File: config.mk
export PLATFORM = sky130hd
export DESIGN_NAME = vedic_mult_pipe
export DESIGN_NICKNAME = d
export VERILOG_FILES = /design/src/rtl/vedic_mult_pipe.sv
export SDC_FILE = /design/constraint.sdc
export NUM_CORES = 2
export LEC_CHECK = 0
export CORE_AREA = 2 2 345 347
export DETAILED_ROUTE_END_ITERATION = 16
export DIE_AREA = 0 0 347 349
export SYNTH_ARGS = -nofsm -noshare
export SYNTH_HDL_FRONTEND = slang
export SYNTH_SLANG_ARGS = --single-unit
File: constraint.sdc
create_clock -name clk -period 11.4 [get_ports clk]
set_clock_uncertainty 0.05 [all_clocks]
set_input_delay 2.28 -clock clk [delete_from_list [all_inputs] [get_ports clk]]
set_output_delay 2.28 -clock clk [all_outputs]
set_load 0.01 [all_outputs]
File: src/rtl/vedic_mult_pipe.sv
// Parametrised 4-stage Vedic multiplier: four half-width sub-products recombined,
// with per-beat signed/unsigned mode, valid/ready handshake with full stall, and a tag.
module vedic_mult_pipe #(
    parameter int WIDTH = 32,
    parameter int TAG_W = 4
) (
    input  logic                 clk,
    input  logic                 reset,
    input  logic                 in_valid,
    output logic                 in_ready,
    input  logic [WIDTH-1:0]     in_a,
    input  logic [WIDTH-1:0]     in_b,
    input  logic                 in_signed,
    input  logic [TAG_W-1:0]     in_tag,
    output logic                 out_valid,
    input  logic                 out_ready,
    output logic [2*WIDTH-1:0]   out_result,
    output logic [TAG_W-1:0]     out_tag,
    output logic                 busy
);

    localparam int H   = WIDTH / 2;
    localparam int PRW = 2 * H;
    localparam int MW  = 2 * H + 2;
    localparam int PW  = 2 * WIDTH;

    logic adv;

    // stage 1 registers
    logic               s1_v;
    logic [WIDTH-1:0]   s1_a;
    logic [WIDTH-1:0]   s1_b;
    logic               s1_neg;
    logic [TAG_W-1:0]   s1_tag;

    // stage 2 registers
    logic               s2_v;
    logic [PRW-1:0]     s2_ll;
    logic [PRW-1:0]     s2_hl;
    logic [PRW-1:0]     s2_lh;
    logic [PRW-1:0]     s2_hh;
    logic               s2_neg;
    logic [TAG_W-1:0]   s2_tag;

    // stage 3 registers
    logic               s3_v;
    logic [MW-1:0]      s3_mid;
    logic [H-1:0]       s3_ll_lo;
    logic [PRW-1:0]     s3_hh;
    logic               s3_neg;
    logic [TAG_W-1:0]   s3_tag;

    // combinational stage inputs
    logic [WIDTH-1:0]   mag_a_c;
    logic [WIDTH-1:0]   mag_b_c;
    logic               neg_c;
    logic [PRW-1:0]     ll_c;
    logic [PRW-1:0]     hl_c;
    logic [PRW-1:0]     lh_c;
    logic [PRW-1:0]     hh_c;
    logic [MW-1:0]      mid_c;
    logic [PW-1:0]      mag_c;
    logic [PW-1:0]      result_c;

    assign adv      = out_ready | ~out_valid;
    assign in_ready = adv;
    assign busy     = s1_v | s2_v | s3_v | out_valid;

    // Two's-complement negate of the most negative value wraps back to 2^(WIDTH-1),
    // which is exactly its magnitude as an unsigned number.
    always_comb begin
        neg_c   = in_signed & (in_a[WIDTH-1] ^ in_b[WIDTH-1]);
        mag_a_c = (in_signed & in_a[WIDTH-1]) ? -in_a : in_a;
        mag_b_c = (in_signed & in_b[WIDTH-1]) ? -in_b : in_b;
    end

    always_comb begin
        ll_c = PRW'(s1_a[H-1:0])     * PRW'(s1_b[H-1:0]);
        hl_c = PRW'(s1_a[WIDTH-1:H]) * PRW'(s1_b[H-1:0]);
        lh_c = PRW'(s1_a[H-1:0])     * PRW'(s1_b[WIDTH-1:H]);
        hh_c = PRW'(s1_a[WIDTH-1:H]) * PRW'(s1_b[WIDTH-1:H]);
    end

    always_comb begin
        mid_c = MW'(s2_hl) + MW'(s2_lh) + MW'(s2_ll[PRW-1:H]);
    end

    always_comb begin
        mag_c    = (PW'(s3_hh) << (2 * H)) + (PW'(s3_mid) << H) + PW'(s3_ll_lo);
        result_c = s3_neg ? -mag_c : mag_c;
    end

    always_ff @(posedge clk or posedge reset) begin
        if (reset) begin
            s1_v   <= 1'b0;
            s1_a   <= '0;
            s1_b   <= '0;
            s1_neg <= 1'b0;
            s1_tag <= '0;
        end else if (adv) begin
            s1_v   <= in_valid;
            s1_a   <= mag_a_c;
            s1_b   <= mag_b_c;
            s1_neg <= neg_c;
            s1_tag <= in_tag;
        end
    end

    always_ff @(posedge clk or posedge reset) begin
        if (reset) begin
            s2_v   <= 1'b0;
            s2_ll  <= '0;
            s2_hl  <= '0;
            s2_lh  <= '0;
            s2_hh  <= '0;
            s2_neg <= 1'b0;
            s2_tag <= '0;
        end else if (adv) begin
            s2_v   <= s1_v;
            s2_ll  <= ll_c;
            s2_hl  <= hl_c;
            s2_lh  <= lh_c;
            s2_hh  <= hh_c;
            s2_neg <= s1_neg;
            s2_tag <= s1_tag;
        end
    end

    always_ff @(posedge clk or posedge reset) begin
        if (reset) begin
            s3_v     <= 1'b0;
            s3_mid   <= '0;
            s3_ll_lo <= '0;
            s3_hh    <= '0;
            s3_neg   <= 1'b0;
            s3_tag   <= '0;
        end else if (adv) begin
            s3_v     <= s2_v;
            s3_mid   <= mid_c;
            s3_ll_lo <= s2_ll[H-1:0];
            s3_hh    <= s2_hh;
            s3_neg   <= s2_neg;
            s3_tag   <= s2_tag;
        end
    end

    always_ff @(posedge clk or posedge reset) begin
        if (reset) begin
            out_valid  <= 1'b0;
            out_result <= '0;
            out_tag    <= '0;
        end else if (adv) begin
            out_valid  <= s3_v;
            out_result <= result_c;
            out_tag    <= s3_tag;
        end
    end

endmodule

==> flow_metrics.py <==
metrics = {
    "placed_design": {
        "place.gp.congestion": 0.8695,
        "place_area_mm2": 0.05527,
        "port_buffers": 143,
        "hpwlAfterDp_um": 104900,
        "dp_slack_ns": 3.925,
    },
    "timing": {
        "tightest_slew_ns": 0.9610,
        "finalHoldViolCount": 0,
        "setup_tns_ns": 0,
        "post-route-period-util_pct": 65.92,
        "slew_headroom_pct": 34.28,
        "min_period_ns": 7.514,
        "setup_viol": 0,
        "timing.fmax_ghz": 0.1331,
        "worst_slack_ns": 3.886,
        "rsz0062_at_grt": "false",
        "slew_violations": 0,
    },
    "global_routing": {
        "grt_first_pass_wirelength_um": 228000,
        "gr-usage-all-layers_pct": 23.59,
        "grt-ovfl-total": 0,
        "grt_antenna_before_repair": 4,
        "grt_max_degree": 212,
        "first_global_vias": 41200,
    },
    "critical_path": {
        "endpoint_kind": "flip-flop",
        "path_class": "reg -> reg",
        "cp_max_fo": 18,
        "worstPathRequired_ns": 11.84,
        "critPathLaunchType": "flip-flop",
        "arrival_ns": 7.95,
    },
    "synthesis": {
        "synth-xor-area-share_pct": 4.689,
        "synth.distinct_cells": 83,
        "synth-simple-area-share_pct": 17.97,
        "yosysWarnings": 0,
        "syn_inst": 6009,
        "synth_fa_ha_area_share_pct": 41.85,
        "synth_compound_area_share_pct": 8.923,
        "synth_edf_count": 0,
        "ys_seq_area_share_pct": 17.22,
        "postSynthAreaPerCell_um2": 8.730,
        "synthMuxAreaShare_pct": 0.1598,
        "synth_fp_nets": 7360,
        "syn_area_mm2": 0.05246,
        "synthArstFlopShare_pct": 100.0,
        "synth_top_family_by_area": "adder cells",
        "ys_ff_latch": 361,
        "synth_flop_cell": "dfrtp_1",
    },
    "clock_tree": {
        "cts.sinks": 361,
        "cts_root_buffer": "clkbuf_16",
        "numCtsBuffers": 47,
        "cts_tree": "done",
        "clk_latency_ns": 0.65,
        "cts_max_level": 2,
        "clkTransAtPathRegs_ns": 0.06,
        "cts_hold_buffers": 0,
        "post_cts_buffers": 0,
        "clockBufferDepth": 3,
        "cts_resized": 0,
    },
    "cells_and_area": {
        "layout-drive-gt1-share_pct": 3.399,
        "layout.nets": 7315,
        "area_delta_synth_final_pct": 8.575,
        "final_common_cell": "nand2_1",
        "final_cell_mix": "nand2_1, inv_1, fa_1",
        "fin_area_mm2": 0.05695,
    },
    "floorplan": {
        "pin_count": 144,
        "die_x_um": 347,
        "initial_core_util_pct": 44.66,
        "coreArea_mm2": 0.1175,
        "rows": 126,
        "dieArea_mm2": 0.1211,
        "die_height_um": 349,
    },
    "drt": {
        "wl_um": 138400,
        "ant_nets": 0,
        "drc": 0,
        "num_vias": 39710,
        "drtIter0Drc": 2327,
        "firstDrtPassIters": 6,
        "drt-vias-per-instance": 5.267,
        "routedWlPerCell_um": 18.35,
    },
    "worst_hold_path": {
        "hold_path_class": "reg -> reg",
    },
    "status": {
        "outcome": "completed",
    },
    "run": {
        "maxCapViolCount": 0,
    },
}
-- worst max-delay path, cell delays in order (launching register included) --
cell and delay [ns]:
dfrtp_1 0.85, buf_4 0.37, nand2_1 0.11, fa_1 0.53, fa_1 0.57, fa_1 0.45, fa_1 0.54, inv_1 0.05
fa_1 0.47, inv_1 0.05, fa_1 0.47, inv_1 0.04, ha_1 0.30, a21o_1 0.16, a21o_1 0.17, a21o_1 0.16
a21oi_1 0.19, a21oi_1 0.14, o41ai_1 0.62, o21bai_1 0.17, a41oi_1 0.39, o311ai_0 0.23, xnor2_1 0.17, o21ai_0 0.09
-- metal layers --
layer	GRT usage (%)	up-vias	routed length (um)	share of wire [%]
met5	0	-	13	0.0094
met2	37.13	1051	60820	44
met3	3.124	190	8369	6.0
met1	34.29	19900	65700	47
li1	-	18560	-	-
met4	6.060	2	3457	2.5
-- metrics by stage --
step / util (%) / hold slack [ns] / instances
global placement: 47.06 / 0.4006 / 7451
finish: 48.49 / 0.4096 / 7539
floorplan: - / 0.3886 / 6009
detailed placement: 47.06 / 0.4046 / 7451
global route: 48.49 / 0.4356 / 7538
CTS: 48.49 / 0.4100 / 7538
-- sequential cells by signal, indices dropped and copies added, names as in the netlist --
register / count
out_result: 64
s3_mid: 34
s1_a: 32
s1_b: 32
s2_hh: 32
s2_hl: 32
s2_lh: 32
s2_ll: 32
s3_hh: 32
s3_ll_lo: 16
out_tag: 4
s1_tag: 4
s2_tag: 4
s3_tag: 4
out_valid: 1
s1_neg: 1
s1_v: 1
s2_neg: 1
s2_v: 1
s3_neg: 1
s3_v: 1
-- Yosys cell counts (all sizes together) (5+ instances only) --
library cell | number | share of area [%]
nor3b | 5 | 0.072
a21boi | 8 | 0.11
or3 | 20 | 0.24
a21oi | 240 | 2.3
nand3b | 5 | 0.072
nor2b | 13 | 0.16
nand2 | 1071 | 7.7
nand2b | 25 | 0.30
o31a | 5 | 0.083
or2 | 17 | 0.20
a31oi | 24 | 0.29
clkbuf | 294 | 2.1
dfrtp | 361 | 17
nor2 | 219 | 1.6
ha | 484 | 12
nand4 | 20 | 0.25
o211ai | 12 | 0.17
a211oi | 18 | 0.26
o31ai | 37 | 0.54
a21o | 67 | 0.96
mux2i | 5 | 0.095
inv | 976 | 7.0
o41ai | 19 | 0.32
nor4 | 12 | 0.21
nor3 | 35 | 0.33
o21ai | 274 | 2.6
xor2 | 141 | 2.4
a211o | 6 | 0.10
buf | 13 | 0.093
and2 | 483 | 5.8
or4 | 11 | 0.16
o21bai | 19 | 0.27
fa | 794 | 30
o21a | 17 | 0.24
nand3 | 46 | 0.45
a2111oi | 5 | 0.095
and4 | 6 | 0.10
and3 | 17 | 0.20
xnor2 | 139 | 2.3
-- path summary, 6_finish.rpt --
check	end	start	cells past startpoint	slack [ns]
max reg2reg	s2_hh[29]	s1_a[26]	23	3.89
max in group asynchronous	s3_hh[27]	reset	4	7.62
min	s2_tag[2]	s1_tag[2]	2	0.41
max	s2_hh[29]	s1_a[26]	23	3.89
min in group asynchronous	s1_tag[3]	reset	3	2.25
min reg2reg	s2_tag[2]	s1_tag[2]	2	0.41
-- layout make-up --
cell class | count | area, um^2
Antenna cell | 1 | 2.502
Timing Repair Buffer | 213 | 2007
Clock buffer | 65 | 1375
Clock inverter | 22 | 306.5
Inverter | 977 | 3679
Sequential cell | 361 | 9046
Multi-Input combinational cell | 4364 | 38620
Fill cell | 11340 | 60500
Tap cell | 1536 | 1922
-- cells by family (layout without fill, tap and decap cells) --
group / after synthesis / count (layout)
compound gates: 784 / 784
xor+xnor: 280 / 280
mux: 8 / 8
other cells: 0 / 1
fa+ha+maj: 1278 / 1278
buf+inv: 1284 / 1277
flops: 361 / 361
simple gates: 2014 / 2014
Power is not shown: default switching activity piles up to over one toggle a cycle in this logic, so the estimate is an artifact.
